<file path="src/rtl/hazard_forward_ctrl_pkg.sv">
// Shared definitions for the pipeline hazard/forwarding controller:
// FSM encoding, forwarding-select codes and the hard-wired zero register.
package hazard_forward_ctrl_pkg;

  typedef enum logic [1:0] {
    ST_FLUSH = 2'b00,
    ST_RUN   = 2'b01,
    ST_STALL = 2'b10
  } state_e;

  localparam logic [1:0] FWD_RF  = 2'b00;
  localparam logic [1:0] FWD_EX  = 2'b01;
  localparam logic [1:0] FWD_MEM = 2'b10;
  localparam logic [1:0] FWD_WB  = 2'b11;

  localparam logic [4:0] REG_ZERO = 5'd0;

  // True when an ID operand field is actually read and names the given register.
  function automatic logic field_hits(input logic use_f, input logic [4:0] field,
                                      input logic [4:0] rd);
    return use_f && (field == rd);
  endfunction

endpackage

</file>
<file path="src/rtl/hazard_forward_ctrl_fwd_select.sv">
// Single-operand forwarding priority comparator: youngest writer (EX) wins,
// then MEM, then WB; register 0 always reads from the register file.
module fwd_select
  import hazard_forward_ctrl_pkg::*;
(
  input  logic       use_op,
  input  logic [4:0] op,
  input  logic [4:0] ex_rd,
  input  logic       ex_en,
  input  logic [4:0] mem_rd,
  input  logic       mem_en,
  input  logic [4:0] wb_rd,
  input  logic       wb_en,
  output logic [1:0] sel
);

  logic [1:0] sel_s;

  // Priority match across the three writing stages.
  always_comb begin
    sel_s = FWD_RF;
    if (!use_op || (op == REG_ZERO)) begin
      sel_s = FWD_RF;
    end else if (ex_en && (ex_rd == op)) begin
      sel_s = FWD_EX;
    end else if (mem_en && (mem_rd == op)) begin
      sel_s = FWD_MEM;
    end else if (wb_en && (wb_rd == op)) begin
      sel_s = FWD_WB;
    end else begin
      sel_s = FWD_RF;
    end
  end

  assign sel = sel_s;

endmodule

</file>
<file path="src/rtl/hazard_forward_ctrl.sv">
// Pipeline sequencing controller: load-use stall, delayed-branch target/annul,
// post-reset flush, operand forwarding selects and a saturating stall counter.
module hazard_forward_ctrl
  import hazard_forward_ctrl_pkg::*;
#(
  parameter int FLUSH_CYCLES = 2,
  parameter int CNT_W        = 16
) (
  input  logic             Clk,
  input  logic             R,
  input  logic [4:0]       ID_rs1,
  input  logic [4:0]       ID_rs2,
  input  logic [4:0]       ID_rd,
  input  logic             ID_use_rs1,
  input  logic             ID_use_rs2,
  input  logic             ID_use_rd,
  input  logic [4:0]       EX_rd,
  input  logic [4:0]       MEM_rd,
  input  logic [4:0]       WB_rd,
  input  logic             EX_RF_enable,
  input  logic             MEM_RF_enable,
  input  logic             WB_RF_enable,
  input  logic             EX_load_instr,
  input  logic             EX_B_instr,
  input  logic             EX_cond_true,
  input  logic             EX_29_a,
  output logic             PC_LE,
  output logic             nPC_LE,
  output logic             IF_ID_LE,
  output logic             S,
  output logic             TA_sel,
  output logic [1:0]       fwd_a,
  output logic [1:0]       fwd_b,
  output logic [1:0]       fwd_d,
  output logic [CNT_W-1:0] stall_count
);

  localparam int FLUSH_W = (FLUSH_CYCLES > 1) ? $clog2(FLUSH_CYCLES) : 1;
  localparam logic [FLUSH_W-1:0] FLUSH_LAST = FLUSH_W'(FLUSH_CYCLES - 1);

  state_e             state_r;
  state_e             state_nxt_s;
  logic [FLUSH_W-1:0] flush_cnt_r;
  logic [CNT_W-1:0]   stall_count_r;
  logic               hz_s;
  logic               le_s;
  logic               s_s;
  logic               ta_sel_s;
  logic               stall_inc_s;

  fwd_select u_fwd_a (
    .use_op (ID_use_rs1), .op (ID_rs1),
    .ex_rd  (EX_rd),  .ex_en  (EX_RF_enable),
    .mem_rd (MEM_rd), .mem_en (MEM_RF_enable),
    .wb_rd  (WB_rd),  .wb_en  (WB_RF_enable),
    .sel    (fwd_a)
  );

  fwd_select u_fwd_b (
    .use_op (ID_use_rs2), .op (ID_rs2),
    .ex_rd  (EX_rd),  .ex_en  (EX_RF_enable),
    .mem_rd (MEM_rd), .mem_en (MEM_RF_enable),
    .wb_rd  (WB_rd),  .wb_en  (WB_RF_enable),
    .sel    (fwd_b)
  );

  fwd_select u_fwd_d (
    .use_op (ID_use_rd), .op (ID_rd),
    .ex_rd  (EX_rd),  .ex_en  (EX_RF_enable),
    .mem_rd (MEM_rd), .mem_en (MEM_RF_enable),
    .wb_rd  (WB_rd),  .wb_en  (WB_RF_enable),
    .sel    (fwd_d)
  );

  assign hz_s = EX_load_instr && EX_RF_enable && (EX_rd != REG_ZERO) &&
                (field_hits(ID_use_rs1, ID_rs1, EX_rd) ||
                 field_hits(ID_use_rs2, ID_rs2, EX_rd) ||
                 field_hits(ID_use_rd,  ID_rd,  EX_rd));

  // Next state and sequencing outputs; reset overrides everything with the flush outputs.
  always_comb begin
    state_nxt_s = state_r;
    le_s        = 1'b1;
    s_s         = 1'b0;
    ta_sel_s    = 1'b0;
    stall_inc_s = 1'b0;
    if (R) begin
      s_s         = 1'b1;
      state_nxt_s = ST_FLUSH;
    end else begin
      case (state_r)
        ST_FLUSH: begin
          s_s = 1'b1;
          if (flush_cnt_r == FLUSH_LAST) begin
            state_nxt_s = ST_RUN;
          end else begin
            state_nxt_s = ST_FLUSH;
          end
        end
        ST_RUN: begin
          // A load-use hazard wins over a branch: EX cannot really hold both.
          if (hz_s) begin
            le_s        = 1'b0;
            s_s         = 1'b1;
            stall_inc_s = 1'b1;
            state_nxt_s = ST_STALL;
          end else if (EX_B_instr) begin
            ta_sel_s    = EX_cond_true;
            s_s         = EX_29_a;
            state_nxt_s = ST_RUN;
          end else begin
            state_nxt_s = ST_RUN;
          end
        end
        ST_STALL: begin
          state_nxt_s = ST_RUN;
          if (EX_B_instr) begin
            ta_sel_s = EX_cond_true;
            s_s      = EX_29_a;
          end else begin
            ta_sel_s = 1'b0;
          end
        end
        default: begin
          s_s         = 1'b1;
          state_nxt_s = ST_FLUSH;
        end
      endcase
    end
  end

  // State, flush counter and saturating stall counter.
  always_ff @(posedge Clk) begin
    if (R) begin
      state_r       <= ST_FLUSH;
      flush_cnt_r   <= '0;
      stall_count_r <= '0;
    end else begin
      state_r <= state_nxt_s;
      if ((state_r == ST_FLUSH) && (state_nxt_s == ST_FLUSH)) begin
        flush_cnt_r <= flush_cnt_r + FLUSH_W'(1);
      end else begin
        flush_cnt_r <= '0;
      end
      if (stall_inc_s && (stall_count_r != {CNT_W{1'b1}})) begin
        stall_count_r <= stall_count_r + CNT_W'(1);
      end else begin
        stall_count_r <= stall_count_r;
      end
    end
  end

  assign PC_LE       = le_s;
  assign nPC_LE      = le_s;
  assign IF_ID_LE    = le_s;
  assign S           = s_s;
  assign TA_sel      = ta_sel_s;
  assign stall_count = stall_count_r;

endmodule

</file>
<file path="config.mk">
export PLATFORM = sky130hd
export DESIGN_NAME = hazard_forward_ctrl
export DESIGN_NICKNAME = d
export VERILOG_FILES = /design/src/rtl/hazard_forward_ctrl_pkg.sv /design/src/rtl/hazard_forward_ctrl_fwd_select.sv /design/src/rtl/hazard_forward_ctrl.sv
export SDC_FILE = /design/constraint.sdc
export NUM_CORES = 1
export LEC_CHECK = 0
export BUFFER_PORTS_ARGS = -buffer_cell sky130_fd_sc_hd__buf_2
export CAP_MARGIN = 40
export CORE_ASPECT_RATIO = 0.9
export CORE_UTILIZATION = 49
export DETAILED_ROUTE_END_ITERATION = 12
export PLACE_DENSITY = 0.79
export SYNTH_ARGS = -nofsm -noshare
export SYNTH_HDL_FRONTEND = slang
export SYNTH_SLANG_ARGS = --single-unit
</file>
<file path="constraint.sdc">
create_clock -name Clk -period 2.7 [get_ports Clk]
set_input_delay 0.27 -clock Clk [delete_from_list [all_inputs] [get_ports Clk]]
set_output_delay 0.27 -clock Clk [all_outputs]
set_load 0.05 [all_outputs]
</file>
; Yosys cells after proc, flatten, opt, wreduce, memory -nomap -nowiden
; Cells that the tools add are included.
[word_totals]
regBits = 19
inputBits = 42
out_inout_bits = 27
wordCells = 83
[classes]
addsub = 2
eq_ne = 15
mux = 30
n_bitwise = 1
n_reduce_logical = 32
[op_table]
columns = op, count
row1 = 5-bit equality test, 12
row2 = 2-bit 2-to-1 mux, 14
row3 = 1-bit logical AND, 17
row4 = 16-bit by 1-bit adder with 16-bit output (second input constant), 1
row5 = 16-bit != test (second input constant), 1
row6 = 5-bit logical NOT, 3
row7 = 1-bit 2-to-1 mux, 13
row8 = 2-bit one-hot mux with 3 select lines, 1
row9 = 1-bit logical OR, 5
row10 = 5-bit nonzero test, 1
row11 = 2-bit logical NOT, 2
row12 = 1-bit one-hot mux with 2 select lines, 2
row13 = 1-bit logical NOT, 3
row14 = 2-bit by 1-bit equality test with 1-bit output (second input constant), 1
row15 = 2-bit equality test (second input constant), 1
row16 = 2-bit OR reduction, 1
row17 = 1-bit adder (second input constant), 1
row18 = 1-bit NOT, 1

; Logic depth before layout (Yosys ltp)
; Gate-level depths: netlist of the first run.
[logic_depth]
word_depth = 12
ltp_mapped = 8
mapped_depth_nobuf = 7

; Cells and area by module
; A second synthesis of the first run with hierarchy kept.
[hier_totals]
cells_unflattened = 242
hier_area_um2 = 2055.7
[modules_own_cells]
columns = module, instances, cells_each, area_per_inst_um2, seq_area_each_um2
row1 = hazard_forward_ctrl, 1, 161, 1421.4, 380.4
row2 = fwd_select, 3, 27, 211.5, 0.0

; Least setup slack after synthesis of the first run
; No wires, ideal clock.
[synth_path]
path_kind = input -> output
from = input MEM_rd[1]
to = output fwd_a[1]
arrival_time_ns = 2.073
required_time_ns = 2.430
path_slack_ns = 0.357
cell_stages = 5
path_buffers = 0
cell_sequence = xor2_1 -> nor4_1 -> nand3_1 -> nor2b_1 -> nor3b_1
[synth_via]
elab_chain_len = 5
[synth_lines]
columns = item, line
row1 = from (decl), hazard_forward_ctrl.sv:18  ; input logic [4:0] MEM_rd,
row2 = 5-bit equality test, hazard_forward_ctrl_fwd_select.sv:26  ; end else if (mem_en && (mem_rd == op)) begin
row3 = 1-bit logical AND, hazard_forward_ctrl_fwd_select.sv:26
row4 = 2-bit 2-to-1 mux, hazard_forward_ctrl_fwd_select.sv:26
row5 = 2-bit 2-to-1 mux, hazard_forward_ctrl_fwd_select.sv:24  ; end else if (ex_en && (ex_rd == op)) begin
row6 = 2-bit 2-to-1 mux, hazard_forward_ctrl_fwd_select.sv:22  ; if (!use_op || (op == REG_ZERO)) begin
row7 = to (decl), hazard_forward_ctrl.sv:32  ; output logic [1:0] fwd_a,
; No other way between the ends.

; Worst setup path after layout of the first run
[layout_path]
from = register state_r[1]
to = output IF_ID_LE
[layout_via]
elab_chain_len = 3
[layout_lines]
columns = item, line
row1 = from (decl), hazard_forward_ctrl.sv:41  ; state_e state_r;
row2 = from (signal assigned), hazard_forward_ctrl.sv:139  ; state_r <= state_nxt_s;
row3 = 2-bit by 1-bit equality test with 1-bit output, hazard_forward_ctrl.sv:91  ; case (state_r)
row4 = 1-bit 2-to-1 mux, hazard_forward_ctrl.sv:91
row5 = 1-bit 2-to-1 mux, hazard_forward_ctrl.sv:87  ; if (R) begin
row6 = to (decl), hazard_forward_ctrl.sv:29  ; output logic IF_ID_LE,
; No other way between the ends.

==> metrics.txt, run 1 <==
Total GRT Usage ~24%; PD cells about 350 nW/µm²; H-tree Lvls 1; Slew Limit Fails 0; final net count between 300 and 400; CTS tree built; startpoint types flop; WL met2 2.16 mm; drt drc 0; Placer Congestion about 0.87; die height roughly 61 µm; initial antenna violation count 0; Core ar. ~3500 µm²; Port Buf Inserts 68; CP max FO 9; Pleak a little under 1 nW; clock group share of total power 25.5%; ANT nets after route 0; largest net degree at the start of global routing 34; CTS resizes 0; Async S/R FF share, synth 0%; synthesized netlist cell count roughly 240; Final min period 2.27 ns; Area growth, synth to finish 21.4%; internal power around 520 µW; Starting Density 53.3%; Worst-Skew Late Latency between 0.2 and 0.3 ns; Overflow after GRT 0; DR top layer met3; first-pass GRT wire length ~7.5 mm; status complete, no violations; via/cell ratio approximately 5.6; Achievable Freq approximately 440 MHz; Avg Inst Size Synth 7.95 µm²; crit-path cells inv_1, ha_1, nor2b_1, buf_4, nand2_1, or2_2, buf_2; number of synthesized flops with an enable pin 0; Worst Skew slightly above 0.01 ns; routed wl met3 295 µm; Setup TNS Final 0 ns; hpwl dp 3.76 mm; worst vdd ir about 0.26 mV; Worst-Margin Slew ~0.53 ns; min-delay worst type reg2reg; Slowest-stage cell, CP or2_2; Seq/Total Area, Yosys 20.4%; Area contributors post-synth dfxtp_1 (20%), xor2_1 (13%), xnor2_1 (8.0%); clk sinks 19; Netlist Area Pre-Place between 1500 and 2000 µm²; Synth Flop Type dfxtp_1; die width 67.1 µm; dpl cells about 340; Iter 0 DRT Violations 104; Tot Pwr between 700 and 800 µW; Tcrit/Tclk final a little over four fifths; number of global-route vias before repair approximately 1700; hold buffer count at cts 0; max-cap violations 0; combinational share of power between 30% and 40%; Worst setup EP type output port; Slew headroom between 60% and 70%; routed length per instance 13.8 µm; share of the synthesized area in the top cell type between 20% and 30%; count leader, synth xor2_1; Ys Warns 0; Fin. Hold Viols 0; switch share about a third; syn_nets 282; CTS root buf clkbuf_8; clock buffer depth 2; # setup viols final 0; Post-CTS Setup Inserts 0; switching power ~280 µW; DIE AREA roughly 4100 µm²; IO Pins 69; Yosys top cell by area dfxtp_1; crit path kind reg2out; layout cells sized above 1 30.2%; synth unique cells 41; CTS Buf Count 3; Critical Path Max Stage Delay 0.34 ns; Reg clk slew, reported paths roughly 0.080 ns; Worst Path Arrival roughly 2.0 ns; final design utilization roughly two thirds; Vias approximately 1900; Finished Layout Cells roughly 340; row count 20; final wirelength roughly 4.7 mm; routed metal-1 wirelength around 2.3 mm; FF+latch count, synth 19; n_diodes 0; RSZ-0062 raised after global routing no; Pre-Repair DR Iteration Count 4; top post-synthesis cells by count xor2_1 (28), dfxtp_1 (19), nor2b_1 (18); critical path required time about 2.4 ns; Seq pwr share approximately two fifths
[kinds of logic (layout without fill, tap and decap cells)]
family,Yosys count,in the layout,synth area share (%)
adders and majority gates,5,5,3.35
DFF,19,19,20.4
muxes,13,13,7.77
AOI/OAI and AO/OA,20,20,7.43
and+or+nand+nor,119,119,36.2
xor gates and xnor gates,45,45,21.1
buffers and inverters,14,77,3.82
[area by class of cell]
type	instances	area [µm²]
Fill cell	322	1240
Sequential cell	19	380
Multi-Input combinational cell	202	1420
Inverter	2	7.51
Timing Repair Buffer	71	363
Clock buffer	4	45.0
Tap cell	44	55.1
[path summary, 6_finish.rpt]
kind | startpoint | endpoint | slack [ns] | cells past startpoint
min reg2reg | flush_cnt_r$_SDFF_PP0_ | flush_cnt_r$_SDFF_PP0_ | 0.44 | 1
max reg2reg | stall_count[0]$_SDFFE_PP0P_ | stall_count[15]$_SDFFE_PP0P_ | 0.57 | 6
max | state_r[1]$_SDFF_PP0_ | IF_ID_LE | 0.43 | 7
min | flush_cnt_r$_SDFF_PP0_ | flush_cnt_r$_SDFF_PP0_ | 0.44 | 1
[power groups by stage]
stage / Combinational (mW) / Sequential (mW) / Clock [mW]
2_1_floorplan: 0.186 / 0.309 / 0
3_3_place_gp: 0.280 / 0.311 / 0
3_5_place_dp: 0.283 / 0.312 / 0
4_1_cts: 0.284 / 0.306 / 0.206
5_1_grt: 0.317 / 0.308 / 0.220
6_report: 0.287 / 0.305 / 0.203
[critical path: cells and delay by family (launching register included)]
| family | cells | cell delay, ns |
|---|---|---|
| DFF | 1 | 0.33 |
| and+or+nand+nor | 3 | 0.66 |
| buffers and inverters | 3 | 0.47 |
| adders and majority gates | 1 | 0.28 |
[metal layers]
metal  vias to the layer above  global-route usage, %
li1                        969                      -
met1                       880                   33.5
met2                        75                   40.4
met3                         0                   4.32
met4                         0                   2.74
met5                         -                      0
[sequential cells by signal, indices dropped and copies added (netlist names)]
| register | count |
|---|---|
| state_r | 2 |
| flush_cnt_r | 1 |
| stall_count | 16 |
[placed cells by master, fill, tap and decap left out, drive strengths merged, types with 5 or more instances in the layout]
cell type / Yosys / layout
mux2: 12 / 12
xnor2: 17 / 17
nand4: 8 / 8
nor4: 12 / 12
xor2: 28 / 28
or4: 6 / 6
ha: 5 / 5
nor2: 17 / 17
and3: 9 / 9
buf: 6 / 71
nand3: 12 / 12
nor2b: 18 / 18
nand2: 9 / 9
a21oi: 6 / 6
nor3: 13 / 13
dfxtp: 19 / 19
[stage by stage]
stage	hold slack (ns)	cell area [µm²]	setup slack [ns]
2_1_floorplan	0.397	1870	0.357
3_3_place_gp	0.418	2220	0.586
3_5_place_dp	0.412	2220	0.529
4_1_cts	0.431	2270	0.436
5_1_grt	0.452	2270	0.258
6_report	0.436	2270	0.427
Note: power is estimated with default switching activity, not from simulation.
==> inputs of run 2 (changes only) <==
- CORE_UTILIZATION: 49 -> 45
- PLACE_DENSITY: 0.79 -> 0.77
- clock period: 2.7 -> 1.8 ns (I/O delays scaled with it)
==> run 2 against run 1 <==
Effect of this change: the run now ends with setup timing left; clock power rose by 52%; combinational power grew to 2.6 times the previous value; design area is 40% higher; count of clock-buffer cells in the layout is 1 lower; register-to-register slack got worse by 0.72 ns; power increased by 89%; sequential cell count stayed put; wire length up 50%; global-route usage up 2.5 points; worst hold slack got worse by 0.23 ns; cell count increased by 17%; highest routed layer is now met4.
==> metrics.txt, run 2 (synthesis results as in run 1) <==
Port Buf Inserts 68; final wirelength between 7 and 8 mm; Worst-Skew Late Latency around 0.26 ns; Worst setup EP type flop; die width 69.9 µm; RSZ-0062 raised after global routing yes; max FFs per register 16; Critical R2R Capture stall_count[15]$_SDFFE_PP0P_; PD cells 474 nW/µm²; area of the multi-input gates about 1800 µm²; row count 21; Pre-Repair DR Iteration Count 5; Tcrit/Tclk final 108%; DIE AREA about 4400 µm²; CTS root buf clkbuf_8; Reg clk slew, reported paths roughly 0.080 ns; largest net degree at the start of global routing 26; register area slightly above 400 µm²; initial antenna violation count 0; worst setup path end stall_count[15]$_SDFFE_PP0P_; Iter 0 DRT Violations 199; Placer Congestion about 0.86; Vias ~2400; die height between 60 and 70 µm; n_diodes 0; crit path from stall_count[8]$_SDFFE_PP0P_; Fin. Hold Viols 0; placed cell area ~2700 µm²; status finished, violations left; worst vdd ir around 0.29 mV; CTS tree built; Critical Path Max Stage Delay around 0.55 ns; Achievable Freq 513 MHz; clock buffer depth 2; min-delay worst type in2reg; crit-path cells nand4_1, nor3_2, nand3_1, or4b_4, or3_1, a21oi_2; hpwl dp 4.64 mm; number of global-route vias before repair slightly above 2000; ANT nets after route 0; Slew Limit Fails 0; via/cell ratio around 6.0; fillers 219; IO Pins between 60 and 70; Slowest-stage cell, CP or4b_4; Setup WS post-layout -0.151 ns; Overflow after GRT 0; Core ar. between 3000 and 4000 µm²; Pleak roughly 1.4 nW; reg2reg path depth 6; first-pass GRT wire length 9.58 mm; failing checks setup timing; drt drc 0; # setup viols final 6; max-cap violations 0; Worst Path Arrival around 2.2 ns; flop-to-flop setup slack -0.15 ns; H-tree Lvls 1; Total GRT Usage 26.7%; routed length per instance 17.7 µm; commonest cells after routing, fill and taps aside buf_2 (54), buf_4 (52), xor2_1 (26); Area growth, synth to finish 69.8%; commonest non-fill, non-tap cell in the layout buf_2; Worst Skew between 0.005 and 0.006 ns; post-route cell area 3170 µm²; CP max FO 4; CTS Buf Count 3; FF-to-FF Start stall_count[8]$_SDFFE_PP0P_; startpoint types flop; clk sinks 19; final net count 402; critical path required time 2.00 ns; Slew headroom ~74%; Worst-Margin Slew just under 0.4 ns; Starting Density 48.7%; crit path kind reg2reg; Tot Pwr about 1.5 mW; layout cells sized above 1 approximately three fifths; Final min period 1.95 ns
-- run 2: changes by cell type in the layout (fill, tap and decap cells not counted), moves of 5 or more --
cell	before	now
buf_2	68	54
buf_4	3	52
buf_6	0	16
dfxtp_1	19	4
dfxtp_2	0	10
dfxtp_4	0	5
nor3_1	13	4
nor3_2	0	8
nor4_1	12	3
nor4_2	0	7
-- run 2: area by class of cell --
class | count | area share [%]
clock buffers | 3 | 1.30
clock inverters | 1 | 0.158
inverters | 2 | 0.316
multi-input cells | 202 | 55.3
flip-flops and latches | 19 | 13.0
well taps | 46 | 1.81
repair buffers | 127 | 28.2
-- run 2: worst min-delay path by stage --
stage / to / startpoint / cells after the start
2_1_floorplan: flush_cnt_r$_SDFF_PP0_ / flush_cnt_r$_SDFF_PP0_ / 1
3_3_place_gp: flush_cnt_r$_SDFF_PP0_ / flush_cnt_r$_SDFF_PP0_ / 1
3_5_place_dp: flush_cnt_r$_SDFF_PP0_ / flush_cnt_r$_SDFF_PP0_ / 1
4_1_cts: stall_count[15]$_SDFFE_PP0P_ / R / 2
5_1_grt: stall_count[15]$_SDFFE_PP0P_ / R / 2
6_report: stall_count[15]$_SDFFE_PP0P_ / R / 2
-- run 2: power by group --
part / switching (mW) / internal, mW
Clock: 0.154 / 0.154
Sequential: 0.0224 / 0.438
Combinational: 0.374 / 0.363
-- run 2: worst max-delay path: cells and delay by family (launching register included) --
| family | cells | cell delay, ns |
|---|---|---|
| AOI/OAI and AO/OA | 1 | 0.13 |
| DFF | 1 | 0.36 |
| and+or+nand+nor | 5 | 1.40 |
-- run 2: per-stage QoR --
step	hold slack [ns]	instances	util [%]	worst slack [ns]	setup TNS, ns
finish	0.209	400	82.7	-0.151	-0.475
global route	0.202	400	82.7	-0.163	-0.827
CTS	0.205	393	75.2	-0.0845	-0.200
detailed placement	0.416	388	71.5	-0.191	-2.24
global placement	0.411	388	71.5	-0.0874	-1.21
floorplan	0.397	235	-	-0.228	-0.921
-- run 2: per-layer routing --
layer	part of all wire, %	track usage [%]	vias to the layer above
li1	-	-	1081
met1	41	37.4	1126
met2	48	41.6	163
met3	7.5	3.68	31
met4	3.5	9.50	0
met5	0	0	-
-- run 2: repair_timing --
action / CTS / global route
hold buffers: 0 / 0
buffers inserted: 1 / 7
gates resized for setup: 20 / 66
endpoints found under the setup margin: 15 / 22
pin swaps: 6 / 18
